**config.mk**
```make
export PLATFORM = sky130hd
export DESIGN_NAME = mem_access_unit
export DESIGN_NICKNAME = d
export VERILOG_FILES = /design/src/rtl/mem_access_unit.sv
export SDC_FILE = /design/constraint.sdc
export NUM_CORES = 1
export LEC_CHECK = 0
export BUFFER_PORTS_ARGS = -buffer_cell sky130_fd_sc_hd__buf_2
export CAP_MARGIN = 25
export CORE_MARGIN = 5
export CORE_UTILIZATION = 54
export CTS_CLUSTER_SIZE = 20
export DETAILED_ROUTE_END_ITERATION = 8
export GPL_TIMING_DRIVEN = 0
export PLACE_DENSITY = 0.83
export SLEW_MARGIN = 20
export SYNTH_ARGS = -nofsm -noshare
export SYNTH_HDL_FRONTEND = slang
export SYNTH_SLANG_ARGS = --single-unit
```
**constraint.sdc**
```tcl
create_clock -name clk -period 4.7 [get_ports clk]
set_input_delay 0 -clock clk [delete_from_list [all_inputs] [get_ports clk]]
set_output_delay 0 -clock clk [all_outputs]
set_load 0.01 [all_outputs]
```
**src/rtl/mem_access_unit.sv**
```systemverilog
// Memory-stage load/store controller: one request in flight, word-addressed memory,
// read-modify-write for sub-word stores, lane-extracted and extended load results.
module mem_access_unit #(
  parameter int MEM_DEPTH = 128
) (
  input  logic        clk,
  input  logic        rst,
  input  logic        in_valid,
  output logic        in_ready,
  input  logic        in_load,
  input  logic        in_store,
  input  logic [1:0]  in_size,
  input  logic        in_unsigned,
  input  logic [31:0] in_addr,
  input  logic [31:0] in_wdata,
  input  logic [4:0]  in_rd,
  output logic        mem_we,
  output logic        mem_re,
  output logic [31:0] mem_addr,
  output logic [31:0] mem_wdata,
  input  logic [31:0] mem_rdata,
  output logic        out_valid,
  input  logic        out_ready,
  output logic [31:0] out_data,
  output logic [4:0]  out_rd,
  output logic        out_fault
);

  localparam logic [31:0] DEPTH_W = MEM_DEPTH;

  typedef enum logic [2:0] {IDLE, READ, RMW_READ, WRITE, DONE} state_t;
  state_t state, state_nx;

  logic        xfer, mem_op, fault;
  logic [31:0] widx;
  logic [1:0]  size_q, off_q;
  logic        uns_q, fault_q;
  logic [15:0] wdata_q;
  logic [31:0] addr_q, wword_q, data_q;
  logic [4:0]  rd_q;

  assign xfer   = in_valid && in_ready;
  assign mem_op = in_load || in_store;
  assign widx   = {2'b00, in_addr[31:2]};
  assign fault  = (in_load && in_store) ||
                  (mem_op && ((in_size == 2'b11) ||
                              (in_size == 2'b01 && in_addr[0]) ||
                              (in_size == 2'b10 && in_addr[1:0] != 2'b00) ||
                              (widx >= DEPTH_W)));

  function automatic logic [31:0] extract(input logic [31:0] w, input logic [1:0] off,
                                          input logic [1:0] sz, input logic uns);
    logic [31:0] sh;
    sh = w >> {off, 3'b000};
    case (sz)
      2'b00:   extract = uns ? {24'h0, sh[7:0]}  : {{24{sh[7]}}, sh[7:0]};
      2'b01:   extract = uns ? {16'h0, sh[15:0]} : {{16{sh[15]}}, sh[15:0]};
      default: extract = w;
    endcase
  endfunction

  // Replace only the addressed lane(s); the other bytes of the read word pass through.
  function automatic logic [31:0] merge(input logic [31:0] w, input logic [1:0] off,
                                        input logic [1:0] sz, input logic [15:0] d);
    logic [31:0] mask, ins;
    mask = ((sz == 2'b00) ? 32'h0000_00ff : 32'h0000_ffff) << {off, 3'b000};
    ins  = ((sz == 2'b00) ? {24'h0, d[7:0]} : {16'h0, d}) << {off, 3'b000};
    merge = (w & ~mask) | (ins & mask);
  endfunction

  always_ff @(posedge clk) begin
    if (rst) state <= IDLE;
    else     state <= state_nx;
  end

  always_comb begin
    state_nx  = state;
    in_ready  = 1'b0;
    mem_re    = 1'b0;
    mem_we    = 1'b0;
    out_valid = 1'b0;
    case (state)
      IDLE: begin
        in_ready = 1'b1;
        if (in_valid) begin
          if (fault || !mem_op)        state_nx = DONE;
          else if (in_load)            state_nx = READ;
          else if (in_size == 2'b10)   state_nx = WRITE;
          else                         state_nx = RMW_READ;
        end
      end
      READ: begin
        mem_re   = 1'b1;
        state_nx = DONE;
      end
      RMW_READ: begin
        mem_re   = 1'b1;
        state_nx = WRITE;
      end
      WRITE: begin
        mem_we   = 1'b1;
        state_nx = DONE;
      end
      DONE: begin
        out_valid = 1'b1;
        if (out_ready) state_nx = IDLE;
      end
      default: state_nx = IDLE;
    endcase
    // Reset overrides everything so a write in flight can never land.
    if (rst) begin
      in_ready  = 1'b0;
      mem_re    = 1'b0;
      mem_we    = 1'b0;
      out_valid = 1'b0;
    end
  end

  always_ff @(posedge clk) begin
    if (rst) begin
      size_q  <= 2'b00;
      off_q   <= 2'b00;
      uns_q   <= 1'b0;
      fault_q <= 1'b0;
      wdata_q <= 16'h0;
      addr_q  <= 32'h0;
      wword_q <= 32'h0;
      data_q  <= 32'h0;
      rd_q    <= 5'h0;
    end else begin
      case (state)
        IDLE: if (xfer) begin
          size_q  <= in_size;
          off_q   <= in_addr[1:0];
          uns_q   <= in_unsigned;
          fault_q <= fault;
          wdata_q <= in_wdata[15:0];
          rd_q    <= in_rd;
          data_q  <= (fault || mem_op) ? 32'h0 : in_addr;
          if (!fault && mem_op) addr_q <= widx;
          if (!fault && in_store && in_size == 2'b10) wword_q <= in_wdata;
        end
        READ: begin
          data_q <= extract(mem_rdata, off_q, size_q, uns_q);
          addr_q <= 32'h0;
        end
        RMW_READ: wword_q <= merge(mem_rdata, off_q, size_q, wdata_q);
        WRITE: begin
          addr_q  <= 32'h0;
          wword_q <= 32'h0;
        end
        default: ;
      endcase
    end
  end

  assign mem_addr  = addr_q;
  assign mem_wdata = wword_q;
  assign out_data  = data_q;
  assign out_rd    = rd_q;
  assign out_fault = fault_q;

endmodule

```
==> results.yml, run 1 <==
sta:
  worst_pin_slew_ps: 978.2
  hold_viol: 0
  fin_skew_ps: 11.38
  slew_headroom_pct: 34.18
  period_share_pct: 66.69
  finalSetupViolations: 0
  fmax_mhz: 319.0
  rsz0062_at_grt: "false"
  min_period_ps: 3134
  final_max_slew_viol_count: 0
  setup_tns_ps: 0
  hold-worst-slack_ps: 20.57
place:
  io_buffers: 212
  place_hpwl_um: 17250
  routabilityCongestion: 1.033
floorplan:
  io_pins: 216
  fp.dieH_um: 114.8
  die_area_um2: 13170
  floorplan.rows: 38
  initial_core_util_pct: 54.93
  fp.dieW_um: 114.8
  coreArea_um2: 10790
cts:
  holdBufCountCts: 107
  cts.sinks: 124
  cts_tree: "done"
  clock_path_buffers: 2
  htreeDepth: 4
  clk_pin_slew_ps: 60
  cts_root_buffer: "clkbuf_8"
  cts_setup_buffers: 0
  cts_made_buffers: 17
  post_cts_resized: 0
  insertion_delay_ps: 530
worst_hold_path:
  holdCritPathClass: "input port to flop"
  min_path_cells: 5
  min_to: "out_data[3]$_SDFFE_PP0P_"
  hp-start: "mem_rdata[3]"
detailed_routing:
  dr.pass1.iters: 8
  initialDrtViolationCount: 1198
  drc: 0
  wl_um: 27020
  viasPerCell: 6.426
  avgRoutedWirePerCell_um: 22.33
  vias: 7775
  drtAntennaViolNets: 0
final_layout:
  seq_area_um2: 2482
  multiInputGateArea_um2: 3098
  areaGrowthSynthToFinish_pct: 48.35
  drive_above_1_share_pct: 27.50
  fillers: 696
  fin_nets: 1166
critical_path:
  slowest_stage: "nor4_1"
  reg2reg_slack_ps: 1740
  reg2reg_to: "out_data[30]$_SDFFE_PP0P_"
  r2r_start: "state[0]$_SDFFE_PP0P_"
  crit_top_cell: "dlygate4sd3_1"
  path_delay_family: "buffers and inverters"
  path_buf_inv: 4
  worstPathArrival_ps: 3610
  cp_cell_sequence: "dlygate4sd3_1, buf_2, nor4_1, nand2_1, nor3_1, nand4b_1, dlygate4sd3_1, a21boi_0, dlygate4sd3_1"
  critPathLaunchType: "input port"
  critPathKind: "input port to flop"
  cp.required_ps: 5170
  r2r_cells: 9
  cpPeakStageDelay_ps: 840
  cp-end-kind: "flop"
  crit_fanout: 5
synth:
  synth_edf_count: 0
  synth-seq-cells: 124
  yosysMostFrequentCell: "dfxtp_1"
  synth_cell_type_count: 58
  syn_area_um2: 5928
  synthFlopType: "dfxtp_1"
  synthTopCellsByArea: "dfxtp_1 (42%), nand2_1 (5.8%), nor3_1 (4.6%)"
  synth_top_area_share_pct: 41.87
  synth.avg_cell_area_um2: 8.268
  yosysSeqAreaShare_pct: 41.87
  synth_cells: 717
  synth_area_leader_cell: "dfxtp_1"
  synth_common_cells: "dfxtp_1 (124), nand2_1 (91), nor3_1 (55), a21oi_1 (51), nand3_1 (44)"
  ys.warnings.count: 0
  synthArstFlopShare_pct: 0
status:
  status: "complete, no violations"
global_route:
  grt_pass1_wl_um: 41370
  antenna_found_initial: 1
  grt_pass1_vias: 7629
  grt_max_degree: 17
  grt_usage_pct: 40.40
  gr-total-overflow: 0
power:
  peakVddDrop_v: 0.0003717
  leakagePower_nw: 3.845
  power.density_nw_per_um2: 313.0
flow_run:
  cap_violations: 0
-- worst min-delay path: cells and delay by family --
family                 cells  cell delay [ps]
and+or+nand+nor            2              160
AOI/OAI and AO/OA          2              260
buffers and inverters      1              100
-- worst max-delay path by stage --
stage / startpoint / slack, ps / cells after the start / endpoint
after floorplan: state[0]$_SDFFE_PP0P_ / 2830 / 8 / mem_wdata[6]$_SDFFE_PP0P_
after global placement: in_addr[16] / 2250 / 8 / mem_wdata[2]$_SDFFE_PP0P_
after detailed placement: in_addr[16] / 2230 / 8 / mem_wdata[30]$_SDFFE_PP0P_
after CTS: in_addr[16] / 1690 / 9 / state[1]$_SDFFE_PP0P_
after global routing: in_addr[16] / 1470 / 9 / state[1]$_SDFFE_PP0P_
final: in_addr[16] / 1570 / 9 / state[1]$_SDFFE_PP0P_
-- registers in the layout, summed over array words and instances (netlist names) --
| signal | flops |
|---|---|
| wdata_q | 16 |
| state | 3 |
| mem_addr | 30 |
| mem_wdata | 32 |
| out_fault | 1 |
| uns_q | 1 |
| out_rd | 5 |
| size_q | 2 |
| out_data | 32 |
| off_q | 2 |
-- power breakdown --
group	internal [W]	switching, W	total [W]
combinational	0.000165	0.000241	0.000406
sequential	0.00108	0.0000201	0.00110
clock	0.000710	0.000539	0.00125
-- cell usage in the layout, fill, tap and decap left out, drive strengths merged, types with 3 or more instances in the layout --
master	synthesis	final
buf	34	246
dfxtp	124	124
dlygate4sd3	0	107
nand2	91	91
nor3	56	56
clkbuf	35	52
a21oi	51	51
nand3	44	44
a211oi	42	42
a22oi	33	33
o21ai	33	33
and2	25	25
a31oi	17	17
inv	11	16
a22o	13	13
nor2	12	12
nor2b	11	11
o31ai	9	9
o22ai	8	8
clkinv	0	8
a221oi	7	7
nand2b	7	7
mux2	7	7
a222oi	7	7
nor4	7	7
nand3b	3	3
or2	3	3
nor3b	3	3
-- cells by family (layout without fill, tap and decap cells) --
kind of cell	count (synthesis)	after routing	synth area share, %
flip-flops	124	124	41.87
multiplexers	10	10	2.047
AO/OA/AOI/OAI	232	232	26.97
buffers and inverters	80	431	5.931
AND/OR/NAND/NOR	270	270	23.11
other	1	3	0.06326
-- routing by layer --
| layer | track usage [%] | vias to the layer above | share of wire, % |
|---|---|---|---|
| met2 | 65.81 | 712 | 46 |
| li1 | - | 3335 | - |
| met4 | 24.10 | 2 | 6.4 |
| met1 | 47.70 | 3534 | 35 |
| met5 | 0 | - | 0.048 |
| met3 | 10.95 | 192 | 12 |
-- metrics by stage --
| stage | area (um^2) | worst slack [ps] | power (W) | util, % | instances |
|---|---|---|---|---|---|
| after floorplan | 5932 | 2830 | 0.001288 | - | 718 |
| after global placement | 7168 | 2246 | 0.001435 | 66.42 | 1070 |
| after detailed placement | 7168 | 2232 | 0.001434 | 66.42 | 1070 |
| after CTS | 8792 | 1695 | 0.002715 | 81.46 | 1209 |
| after global routing | 8792 | 1468 | 0.002828 | 81.46 | 1209 |
| final | 8795 | 1566 | 0.002752 | 81.49 | 1210 |
-- cell type report --
class | instances | share of cell area (%)
Clock inverter | 15 | 1.579
Clock buffer | 17 | 4.709
Sequential cell | 124 | 28.23
Multi-Input combinational cell | 514 | 35.23
Timing Repair Buffer | 319 | 24.24
Tap cell | 140 | 1.992
Buffer | 69 | 3.528
Inverter | 11 | 0.4695
Antenna cell | 1 | 0.02845
Power figures use the tool's default switching activity.
==> run 2: changes to the inputs <==
--- a/config.mk
+++ b/config.mk
@@ -8,11 +8,11 @@
 export BUFFER_PORTS_ARGS = -buffer_cell sky130_fd_sc_hd__buf_2
 export CAP_MARGIN = 25
 export CORE_MARGIN = 5
-export CORE_UTILIZATION = 54
+export CORE_UTILIZATION = 45
 export CTS_CLUSTER_SIZE = 20
 export DETAILED_ROUTE_END_ITERATION = 8
 export GPL_TIMING_DRIVEN = 0
-export PLACE_DENSITY = 0.83
+export PLACE_DENSITY = 0.74
 export SLEW_MARGIN = 20
 export SYNTH_ARGS = -nofsm -noshare
 export SYNTH_HDL_FRONTEND = slang
==> constraint.sdc (replaced) <==
create_clock -name clk -period 2.6 [get_ports clk]
set_input_delay 0 -clock clk [delete_from_list [all_inputs] [get_ports clk]]
set_output_delay 0 -clock clk [all_outputs]
set_load 0.01 [all_outputs]
==> results.yml, run 2 (synthesis gave the netlist of run 1 again) <==
floorplan:
  floorplan.rows: 42
  coreArea_um2: 13090
  io_pins: 216
  die_area_um2: 15570
  fp.dieH_um: 124.8
  initial_core_util_pct: 45.31
  fp.dieW_um: 124.8
power:
  switchingPower_w: 0.001317
  power.density_nw_per_um2: 579.5
  peakVddDrop_v: 0.0003669
  p_comb_share_pct: 13.9
  power.internal_w: 0.003654
  power.share.sequential_pct: 39.9
  leakagePower_nw: 3.755
  pwr-share-clk_pct: 46.1
  swShare_pct: 26.49
sta:
  worst_pin_slew_ps: 868.5
  period_share_pct: 93.30
  final_max_slew_viol_count: 0
  slew_headroom_pct: 41.61
  setup_tns_ps: 0
  hold_viol: 0
  rsz0062_at_grt: "false"
  fin_skew_ps: 9.202
  fmax_mhz: 412.2
  finalSetupViolations: 0
  min_period_ps: 2426
critical_path:
  cp-end-kind: "flop"
  reg2reg_slack_ps: 230
  cp_cell_sequence: "dlygate4sd3_1, buf_2, nor4_1, o211ai_1, nor3_1, nand4b_1, dlygate4sd3_1, a21boi_0"
  cp.required_ps: 2940
  r2r_cells: 8
  crit_fanout: 5
  critPathLaunchType: "input port"
  critPathKind: "input port to flop"
  worstPathArrival_ps: 2760
  crit_top_cell: "dlygate4sd3_1"
  cpPeakStageDelay_ps: 590
  slowest_stage: "dlygate4sd3_1"
global_route:
  grt_pass1_vias: 6920
  gr-total-overflow: 0
  antenna_found_initial: 0
  grt_usage_pct: 30.10
  grt_pass1_wl_um: 37650
  grt_max_degree: 17
final_layout:
  layout_commonest_cell: "buf_2"
  fin_util_pct: 65.55
  drive_above_1_share_pct: 28.24
  fillers: 1088
  areaGrowthSynthToFinish_pct: 44.68
  num_antenna_cells: 0
  fin_nets: 1138
  final_cell_mix: "buf_2 (232), dfxtp_1 (124), nand2_1 (91), dlygate4sd3_1 (79), nor3_1 (55)"
place:
  routabilityCongestion: 0.9826
  io_buffers: 212
  place_hpwl_um: 17650
detailed_routing:
  vias: 7125
  avgRoutedWirePerCell_um: 19.95
  drtAntennaViolNets: 0
  viasPerCell: 5.855
  dr.pass1.iters: 8
  wl_um: 24280
  drc: 0
  initialDrtViolationCount: 833
cts:
  clock_path_buffers: 2
  htreeDepth: 4
  clk_pin_slew_ps: 60
  insertion_delay_ps: 410
  cts_root_buffer: "clkbuf_16"
  cts_setup_buffers: 0
  cts_made_buffers: 17
  cts_tree: "done"
  cts.sinks: 124
status:
  status: "complete, no violations"
worst_hold_path:
  min_path_cells: 3
  holdCritPathClass: "input port to flop"
flow_run:
  cap_violations: 0
-- run 2: cell count changes in the layout (fill, tap and decap cells not counted), sizes merged --
cell,previous run,this run
dlygate4sd3,107,79
clkinvlp,1,2
clkbuf,52,54
inv,16,12
bufinv,1,2
diode,1,0
-- run 2: final cells by class --
type,count,area [um^2],share of cell area (%)
Clock inverter,13,123.9,1.444
Buffer,69,310.3,3.618
Timing Repair Buffer,291,1852,21.59
Sequential cell,124,2482,28.94
Multi-Input combinational cell,514,3104,36.19
Clock buffer,19,442.9,5.164
Tap cell,176,220.2,2.567
Inverter,11,41.29,0.4814
-- run 2: final timing paths --
| path | startpoint | to |
|---|---|---|
| hold / removal | mem_rdata[14] | out_data[14]$_SDFFE_PP0P_ |
| setup / recovery | in_addr[10] | state[1]$_SDFFE_PP0P_ |
| setup reg to reg | size_q[0]$_SDFFE_PP0P_ | mem_wdata[23]$_SDFFE_PP0P_ |
| hold reg to reg | mem_addr[21]$_SDFFE_PP0P_ | mem_addr[21]$_SDFFE_PP0P_ |
-- run 2: power by group through the flow --
stage	combinational [W]	sequential (W)	clock, W
finish	0.000693	0.00198	0.00229
global route	0.000744	0.00199	0.00240
CTS	0.000668	0.00198	0.00230
detailed placement	0.000574	0.00202	0
global placement	0.000575	0.00202	0
floorplan	0.000309	0.00202	0
-- run 2: worst max-delay path, delay by kind of cell --
kind	cells	cell delay (ps)
and+or+nand+nor	3	1060
buffers and inverters	3	1260
AOI/OAI and AO/OA	2	450
-- run 2: stage by stage --
| stage | area (um^2) | std cells | setup slack [ps] | hold WS, ps | total power, W |
|---|---|---|---|---|---|
| global placement | 7213 | 1106 | 236.1 | 185.0 | 0.002596 |
| detailed placement | 7213 | 1106 | 245.5 | 189.6 | 0.002597 |
| CTS | 8571 | 1217 | 72.95 | 4.940 | 0.004951 |
| global route | 8577 | 1217 | 45.13 | 16.65 | 0.005134 |
| floorplan | 5932 | 718 | 730.3 | 98.95 | 0.002328 |
| finish | 8577 | 1217 | 174.2 | 15.68 | 0.004971 |
-- run 2: per-layer routing --
| layer | GRT usage (%) | part of all wire (%) | up-vias |
|---|---|---|---|
| met2 | 48.60 | 46 | 443 |
| met3 | 7.461 | 10 | 77 |
| li1 | - | - | 3282 |
| met4 | 12.77 | 3.9 | 0 |
| met1 | 38.26 | 40 | 3323 |
| met5 | 0 | 0 | - |
-- run 2: timing repair --
| action | in CTS | in global routing |
|---|---|---|
| endpoints found under the setup margin | 0 | 31 |
| endpoints found under the hold margin | 96 | 0 |
| hold buffers | 79 | 0 |
| resized for setup | 0 | 1 |
